$ cat src/rtl/ram_ctrl_pkg.sv
// Shared definitions for the RAM port arbiter.
//   state_e     : arbiter FSM states (IDLE, RMW_WR, RESP)
//   byte_merge  : one-byte select used to build the read-modify-write word
package ram_ctrl_pkg;

  typedef enum logic [1:0] {
    IDLE   = 2'd0,
    RMW_WR = 2'd1,
    RESP   = 2'd2
  } state_e;

  // Returns the new byte when its enable is set, otherwise the old RAM byte.
  function automatic logic [7:0] byte_merge(input logic [7:0] old_b,
                                            input logic [7:0] new_b,
                                            input logic       be);
    logic [7:0] res;
    res = be ? new_b : old_b;
    return res;
  endfunction

endpackage

$ cat src/rtl/rr_arbiter2.sv
// Two-way arbiter with optional round-robin.
//   i_clk, i_rst : clock, asynchronous active-high reset
//   req[1:0]     : request lines (already qualified by the caller)
//   en           : grant window open; no grant is issued when low
//   rr_en        : 1 = round-robin on ties, 0 = requester 0 always wins
//   gnt[1:0]     : one-hot grant (or zero), combinational
// last_grant resets to 1 so requester 0 wins the first tie, and advances on
// every cycle a grant is issued.
module rr_arbiter2 (
  input  logic       i_clk,
  input  logic       i_rst,
  input  logic [1:0] req,
  input  logic       en,
  input  logic       rr_en,
  output logic [1:0] gnt
);

  logic last_grant;

  always_comb begin
    gnt = 2'b00;
    if (en) begin
      if (req[0] && req[1]) begin
        // Tie: round-robin picks the requester that was not granted last.
        if (rr_en && !last_grant) gnt = 2'b10;
        else                      gnt = 2'b01;
      end else begin
        gnt = req;
      end
    end
  end

  always_ff @(posedge i_clk or posedge i_rst) begin
    if (i_rst)     last_grant <= 1'b1;
    else if (|gnt) last_grant <= gnt[1];
  end

endmodule

$ cat src/rtl/ram_port_arbiter.sv
// Shares one port of a write-first dual-port RAM between two requesters
// (0 = instruction fetch, 1 = load/store). Partial writes are done as
// read-modify-write because the RAM has no byte enables.
// Ports:
//   i_clk, i_rst            : clock, asynchronous active-high reset
//   i_reqN_valid/o_reqN_ready : request handshake, N = 0,1
//   i_reqN_addr/we/be/wdata : request payload
//   o_reqN_ack/o_reqN_rdata : one-cycle completion pulse and its data
//   o_ram_addr/data/we      : RAM port drive (combinational)
//   i_ram_data              : RAM read data, 1-cycle latency, write-first
//   o_dbg_state             : current FSM state (state_e encoding)
//
// Handshake: a request transfers in the cycle where valid && ready are both
// high; the requester holds valid and payload stable until then. At most one
// ready is high per cycle and only while in IDLE or RESP and not in reset.
module ram_port_arbiter
  import ram_ctrl_pkg::*;
#(
  parameter int DEPTH      = 2**16,
  parameter int DATA_WIDTH = 32,
  parameter int RR_EN      = 1,
  localparam int AW = $clog2(DEPTH),
  localparam int BW = DATA_WIDTH / 8
) (
  input  logic                  i_clk,
  input  logic                  i_rst,
  input  logic                  i_req0_valid,
  output logic                  o_req0_ready,
  input  logic [AW-1:0]         i_req0_addr,
  input  logic                  i_req0_we,
  input  logic [BW-1:0]         i_req0_be,
  input  logic [DATA_WIDTH-1:0] i_req0_wdata,
  output logic                  o_req0_ack,
  output logic [DATA_WIDTH-1:0] o_req0_rdata,
  input  logic                  i_req1_valid,
  output logic                  o_req1_ready,
  input  logic [AW-1:0]         i_req1_addr,
  input  logic                  i_req1_we,
  input  logic [BW-1:0]         i_req1_be,
  input  logic [DATA_WIDTH-1:0] i_req1_wdata,
  output logic                  o_req1_ack,
  output logic [DATA_WIDTH-1:0] o_req1_rdata,
  output logic [AW-1:0]         o_ram_addr,
  output logic [DATA_WIDTH-1:0] o_ram_data,
  output logic                  o_ram_we,
  input  logic [DATA_WIDTH-1:0] i_ram_data,
  output logic [1:0]            o_dbg_state
);

  state_e                state;
  logic                  owner_q;
  logic [AW-1:0]         addr_q;
  logic [DATA_WIDTH-1:0] wdata_q;
  logic [BW-1:0]         be_q;

  logic                  window;
  logic [1:0]            gnt;
  logic                  accept;
  logic                  sel;
  logic [AW-1:0]         a_addr;
  logic                  a_we;
  logic [BW-1:0]         a_be;
  logic [DATA_WIDTH-1:0] a_wdata;
  logic                  a_full;
  logic [DATA_WIDTH-1:0] merged;

  // Reset is folded in combinationally so nothing is granted or written
  // while i_rst is high, even mid-cycle.
  assign window = ((state == IDLE) || (state == RESP)) && !i_rst;

  rr_arbiter2 u_arb (
    .i_clk (i_clk),
    .i_rst (i_rst),
    .req   ({i_req1_valid, i_req0_valid}),
    .en    (window),
    .rr_en (RR_EN != 0),
    .gnt   (gnt)
  );

  assign accept       = |gnt;
  assign sel          = gnt[1];
  assign o_req0_ready = gnt[0];
  assign o_req1_ready = gnt[1];

  assign a_addr  = sel ? i_req1_addr  : i_req0_addr;
  assign a_we    = sel ? i_req1_we    : i_req0_we;
  assign a_be    = sel ? i_req1_be    : i_req0_be;
  assign a_wdata = sel ? i_req1_wdata : i_req0_wdata;
  assign a_full  = &a_be;

  always_comb begin
    merged = '0;
    for (int k = 0; k < BW; k++) begin
      merged[8*k +: 8] = byte_merge(i_ram_data[8*k +: 8], wdata_q[8*k +: 8], be_q[k]);
    end
  end

  // RAM drive: RMW write-back, or the newly accepted request, else zeros.
  always_comb begin
    o_ram_addr = '0;
    o_ram_data = '0;
    o_ram_we   = 1'b0;
    if (!i_rst) begin
      if (state == RMW_WR) begin
        o_ram_addr = addr_q;
        o_ram_data = merged;
        o_ram_we   = 1'b1;
      end else if (accept) begin
        o_ram_addr = a_addr;
        if (a_we && a_full) begin
          o_ram_data = a_wdata;
          o_ram_we   = 1'b1;
        end
      end
    end
  end

  // Completion: the RAM output in RESP is the read word, or on writes the
  // word just written (write-first).
  always_comb begin
    o_req0_ack   = 1'b0;
    o_req1_ack   = 1'b0;
    o_req0_rdata = '0;
    o_req1_rdata = '0;
    if (!i_rst && state == RESP) begin
      if (owner_q) begin
        o_req1_ack   = 1'b1;
        o_req1_rdata = i_ram_data;
      end else begin
        o_req0_ack   = 1'b1;
        o_req0_rdata = i_ram_data;
      end
    end
  end

  always_ff @(posedge i_clk or posedge i_rst) begin
    if (i_rst) begin
      state   <= IDLE;
      owner_q <= 1'b0;
      addr_q  <= '0;
      wdata_q <= '0;
      be_q    <= '0;
    end else begin
      case (state)
        IDLE, RESP: begin
          if (accept) begin
            owner_q <= sel;
            if (a_we && !a_full) begin
              // be == 0 also lands here: the old word is rewritten unchanged.
              state   <= RMW_WR;
              addr_q  <= a_addr;
              wdata_q <= a_wdata;
              be_q    <= a_be;
            end else begin
              state <= RESP;
            end
          end else begin
            state <= IDLE;
          end
        end
        RMW_WR:  state <= RESP;
        default: state <= IDLE;
      endcase
    end
  end

  assign o_dbg_state = state;

endmodule

$ cat config.mk
export PLATFORM = sky130hd
export DESIGN_NAME = ram_port_arbiter
export DESIGN_NICKNAME = d
export VERILOG_FILES = /design/src/rtl/ram_ctrl_pkg.sv /design/src/rtl/rr_arbiter2.sv /design/src/rtl/ram_port_arbiter.sv
export SDC_FILE = /design/constraint.sdc
export NUM_CORES = 1
export LEC_CHECK = 0
export BUFFER_PORTS_ARGS = -buffer_cell sky130_fd_sc_hd__buf_4
export CAP_MARGIN = 20
export CELL_PAD_IN_SITES_DETAIL_PLACEMENT = 1
export CELL_PAD_IN_SITES_GLOBAL_PLACEMENT = 1
export CORE_UTILIZATION = 34
export CTS_CLUSTER_DIAMETER = 100
export DETAILED_ROUTE_END_ITERATION = 12
export PLACE_DENSITY_LB_ADDON = 0.1
export SYNTH_ARGS = -nofsm -noshare
export SYNTH_HDL_FRONTEND = slang
export SYNTH_SLANG_ARGS = --single-unit
$ cat constraint.sdc
create_clock -name i_clk -period 7.6 [get_ports i_clk]
set_input_delay 2.28 -clock i_clk [delete_from_list [all_inputs] [get_ports i_clk]]
set_output_delay 2.28 -clock i_clk [all_outputs]
set_load 0.005 [all_outputs]
==> Word-level counts from Yosys, hierarchy flattened <==
Cells that the tools add are included.
{ "word_totals": {"word_cells": 55, "ff_bits": 56, "out_inout_bits": 119} }
{ "op_classes": {"n_mux": 33, "n_reduce_logical": 14, "n_eq_ne": 2} }
{ "ops": {"columns": ["operator", "n"], "rows": [
  ["32-bit two-way mux", 9],
  ["16-bit two-way mux", 4],
  ["8-bit two-way mux", 4],
  ["2-bit two-way mux", 5],
  ["1-bit two-way mux", 9],
  ["1-bit logical AND", 5],
  ["4-bit two-way mux", 1],
  ["2-bit one-hot mux with 2 select lines", 1],
  ["4-bit AND reduction", 1],
  ["2-bit OR reduction", 2],
  ["3-bit AND reduction", 1],
  ["2-bit by 1-bit == test with 1-bit output (second input constant)", 1],
  ["2-bit == test (second input constant)", 1],
  ["1-bit zero test", 2],
  ["2-bit zero test", 1],
  ["2-bit AND reduction", 1],
  ["1-bit logical OR", 1]
]} }

==> Longest topological paths before layout <==
{ "depth": {"depth_word": 11, "depth_mapped": 7} }

==> Cells and area by module <==
A second synthesis with hierarchy kept.
{ "hier_totals": {"cells_unflattened": 424, "area_unflattened_um2": 4246.6} }
{ "by_module_without_submodules": {"columns": ["module", "area_per_inst_um2", "instances", "cells_per_inst"], "rows": [
  ["ram_port_arbiter", 4169.0, 1, 415],
  ["rr_arbiter2", 77.6, 1, 9]
]} }

==> Worst setup path after synthesis <==
Ideal clock, no wire load.
{ "synth_timing": {"path_type": "input to output", "startpoint": "input i_rst", "endpoint": "output o_ram_data[21]", "required_ps": 5320, "path_stages": 5, "t_arrival_ps": 4293, "path_buffers": 2, "path_slack_ps": 1027, "path_cell_list": "buf_6 -> inv_1 -> a221oi_4 -> buf_2 -> a211oi_1"} }
{ "synth_via": {"elab_chain_len": 10} }
{ "synth_lines": {"columns": ["item", "line_no", "rtl"], "rows": [
  ["from (decl)", "ram_port_arbiter.sv:26", "input logic i_rst,"],
  ["1-bit zero test (no source line)", null, null],
  ["1-bit logical AND", "ram_port_arbiter.sv:69", "assign window = ((state == IDLE) || (state == RESP)) && !i_rst;"],
  ["2-bit two-way mux", "rr_arbiter2.sv:22", "if (en) begin"],
  ["4-bit two-way mux", "ram_port_arbiter.sv:87", "assign a_be = sel ? i_req1_be : i_req0_be;"],
  ["4-bit AND reduction", "ram_port_arbiter.sv:89", "assign a_full = &a_be;"],
  ["1-bit logical AND", "ram_port_arbiter.sv:110", "if (a_we && a_full) begin"],
  ["32-bit two-way mux", "ram_port_arbiter.sv:110", null],
  ["32-bit two-way mux", "ram_port_arbiter.sv:108", "end else if (accept) begin"],
  ["32-bit two-way mux", "ram_port_arbiter.sv:104", "if (state == RMW_WR) begin"],
  ["32-bit two-way mux *", "ram_port_arbiter.sv:103", "if (!i_rst) begin"],
  ["to (decl)", "ram_port_arbiter.sv:44", "output logic [DATA_WIDTH-1:0] o_ram_data,"]
]} }
Mark *: on every way between the ends. The rest lies on a longest branch, timed or not.

==> Worst setup path after layout <==
{ "layout_timing": {"startpoint": "input i_rst", "endpoint": "output o_ram_data[11]"} }
The elaborated chain is that of the path after synthesis.

==> impl_metrics.tcl <==
set metrics [dict create \
    ir_worst_vdd_v 0.0000826 \
    layout_common_cells "buf_4 (270), mux2i_1 (64), a211oi_1 (64), and2_1 (64), dfrtp_1 (55)" \
    core-area_um2 13500 \
    finish.utilization_pct 51.4 \
    synth_edf_count 0 \
    wl_per_cell_um 18.9 \
    synth_nets 692 \
    timing.slew.headroom_pct 29.0 \
    p_comb_share_pct 37.6 \
    drive_gt1_share_pct 40.2 \
    antenna_found_initial 0 \
    dp_cells 946 \
    pwr-share-seq_pct 41.5 \
    tightest_slew_ns 1.06 \
    regArea_um2 1400 \
    layout_min_cycle_time_ns 6.58 \
    start_util_pct 35.3 \
    antenna_left 0 \
    setup_tns_ns 0 \
    synthArstFlopShare_pct 100 \
    final-setup-viol-count 0 \
    power.share.clock_pct 20.9 \
    max_freq_mhz 152 \
    ctsHoldBuffers 0 \
    grt_pass1_wl_um 29200 \
    crit_type "input pin to output pin" \
    cts_buffers 5 \
    p_leak_uw 0.00352 \
    finClkSkew_ns 0.00932 \
    grtUsageTotal_pct 25.5 \
    yosysWarningCount 0 \
    yosysUniqueCellTypes 34 \
    clkSinkCount 56 \
    reg2reg_to "be_q[1]$_DFFE_PP0P_" \
    vias_per_cell 5.36 \
    post-cts-setup-buffers 0 \
    port_buffers 260 \
    grt_pass1_vias 5630 \
    die_h_um 120 \
    die_area_um2 14500 \
    post_synth.cell_area_avg_um2 8.64 \
    netlist_area_um2 4750 \
    hold_viol_final 0 \
    drt_iter0_markers 154 \
    final_common_cell "buf_4" \
    intPower_uw 761 \
    cp-end-kind "output pin" \
    fin_nets 920 \
    cp.arrival_ns 4.30 \
    finalCritPeriodShare_pct 86.6 \
    route.detailed.drc 0 \
    vias 5117 \
    report.final.slew_viol_count 0 \
    timing.rr.start "o_dbg_state[0]$_DFF_PP0_" \
    dpl.hpwl_um 13300 \
    hold_class "flip-flop to flip-flop" \
    drv_cap 0 \
    multi_input_area_um2 2960 \
    n_antenna_cell 0 \
    fin_cells 955 \
    synth_flop_cell "dfrtp_1" \
    cts_tree "built" \
    ctsHtreeMaxLevel 2 \
    critPathLaunch "i_rst" \
    cts_buffer_depth 2 \
    gp_congestion 0.841 \
    cts_root_buffer "clkbuf_16" \
    rows 42 \
    crit_path_end "o_ram_data[11]" \
    fp.dieW_um 120 \
    synthCells 550 \
    rsz0062_at_grt "false" \
    status "finished clean" \
    cts_resized 0 \
    critPathMaxFanout 24 \
    grt-ovfl-total 0 \
    fillers 1627 \
    insertion_delay_ns 0.30 \
    pin_count 261 \
    cp.required_ns 5.32 \
    totalWireLength_um 18100 \
    yosys_register_bits 56 \
    ys_seq_area_share_pct 29.5 \
    switchingPower_uw 401 \
    r2r_setup_slack_ns 4.23 \
    grt_start_max_net_pins 71 \
    dr.pass1.iters 4 \
    rr_worst_depth 6 \
    cp-start-kind "input pin" \
    switching_share_pct 34.5 \
    area_delta_synth_final_pct 45.5 \
    whs_ns 0.498 \
    path_clk_slew_ns 0.07 \
    power.density_nw_per_um2 168 \
]
[sequential cells by signal (all words and copies together), names as in the netlist]
signal	count
o_dbg_state	2
u_arb.last_grant	1
wdata_q	32
be_q	4
owner_q	1
addr_q	16
[area by class of cell]
| type | instances | area share [%] |
|---|---|---|
| Clock inverter | 2 | 0.145 |
| Timing Repair Buffer | 271 | 29.5 |
| Clock buffer | 6 | 2.01 |
| Inverter | 37 | 2.04 |
| Multi-Input combinational cell | 407 | 42.8 |
| Sequential cell | 56 | 20.3 |
| Tap cell | 176 | 3.18 |
[per-stage QoR]
stage	power (uW)	area, um^2	worst slack [ns]
after floorplan	739	4750	1.03
after global placement	897	6750	1.02
after detailed placement	927	6750	0.967
after CTS	1180	6900	0.964
after global routing	1240	6920	0.864
final	1160	6920	1.02
[how the worst min path moves through the flow]
stage                                   to  slack [ns]  depth (start not counted)              startpoint
floorplan           addr_q[10]$_DFFE_PP0P_        0.46                          1  addr_q[10]$_DFFE_PP0P_
global placement    addr_q[10]$_DFFE_PP0P_        0.47                          1  addr_q[10]$_DFFE_PP0P_
detailed placement   addr_q[8]$_DFFE_PP0P_        0.48                          1   addr_q[8]$_DFFE_PP0P_
CTS                  addr_q[8]$_DFFE_PP0P_        0.50                          1   addr_q[8]$_DFFE_PP0P_
global route        addr_q[13]$_DFFE_PP0P_        0.51                          1  addr_q[13]$_DFFE_PP0P_
finish               addr_q[8]$_DFFE_PP0P_        0.50                          1   addr_q[8]$_DFFE_PP0P_
[per-layer routing]
metal / vias to the layer above / track usage [%] / wire, um / part of all wire (%)
met5: - / 0 / 0 / 0
met4: 0 / 8.56 / 517 / 2.9
met3: 35 / 4.15 / 1040 / 5.8
met2: 186 / 47.3 / 9190 / 51
met1: 2499 / 29.4 / 7340 / 41
li1: 2397 / - / - / -
[worst max-delay path, stage by stage]
cell,delay (ns)
buf_4,0.25
nor2_4,0.17
nand2_4,0.11
inv_4,0.12
a221oi_4,0.63
buf_4,0.41
a211oi_1,0.12
buf_4,0.19
[power by group through the flow]
stage          Combinational [uW]  Sequential [uW]  Clock (uW)
4_1_cts                       443              481         253
3_3_place_gp                  418              479           0
2_1_floorplan                 301              438           0
6_report                      437              482         243
3_5_place_dp                  441              486           0
5_1_grt                       488              496         260
[cell usage after synthesis, types with 6 or more instances]
cell type  number  area share (%)
buf_2           9            0.95
mux2_2         21             5.0
and3_1         34             4.5
a21o_1         17             2.7
buf_1           7            0.55
nand2_1        54             4.3
clkbuf_1       24             1.9
buf_6           6             1.4
mux2i_1        64              13
and2_1         64             8.4
a21oi_1        48             5.1
mux2_1         15             3.6
dfrtp_1        55              29
inv_1          36             2.8
a211oi_1       64              10
[kinds of logic (layout without fill, tap and decap cells)]
kind of cell           count (synthesis)  after routing  share of synthesized area, %
AO/OA/AOI/OAI                        141            141                          20.5
buffers and inverters                 87            316                          8.42
flip-flops                            56             56                          29.5
multiplexers                         100            100                          22.0
AND/OR/NAND/NOR                      166            166                          19.5
No activity file was read; power rests on OpenSTA's default activity.
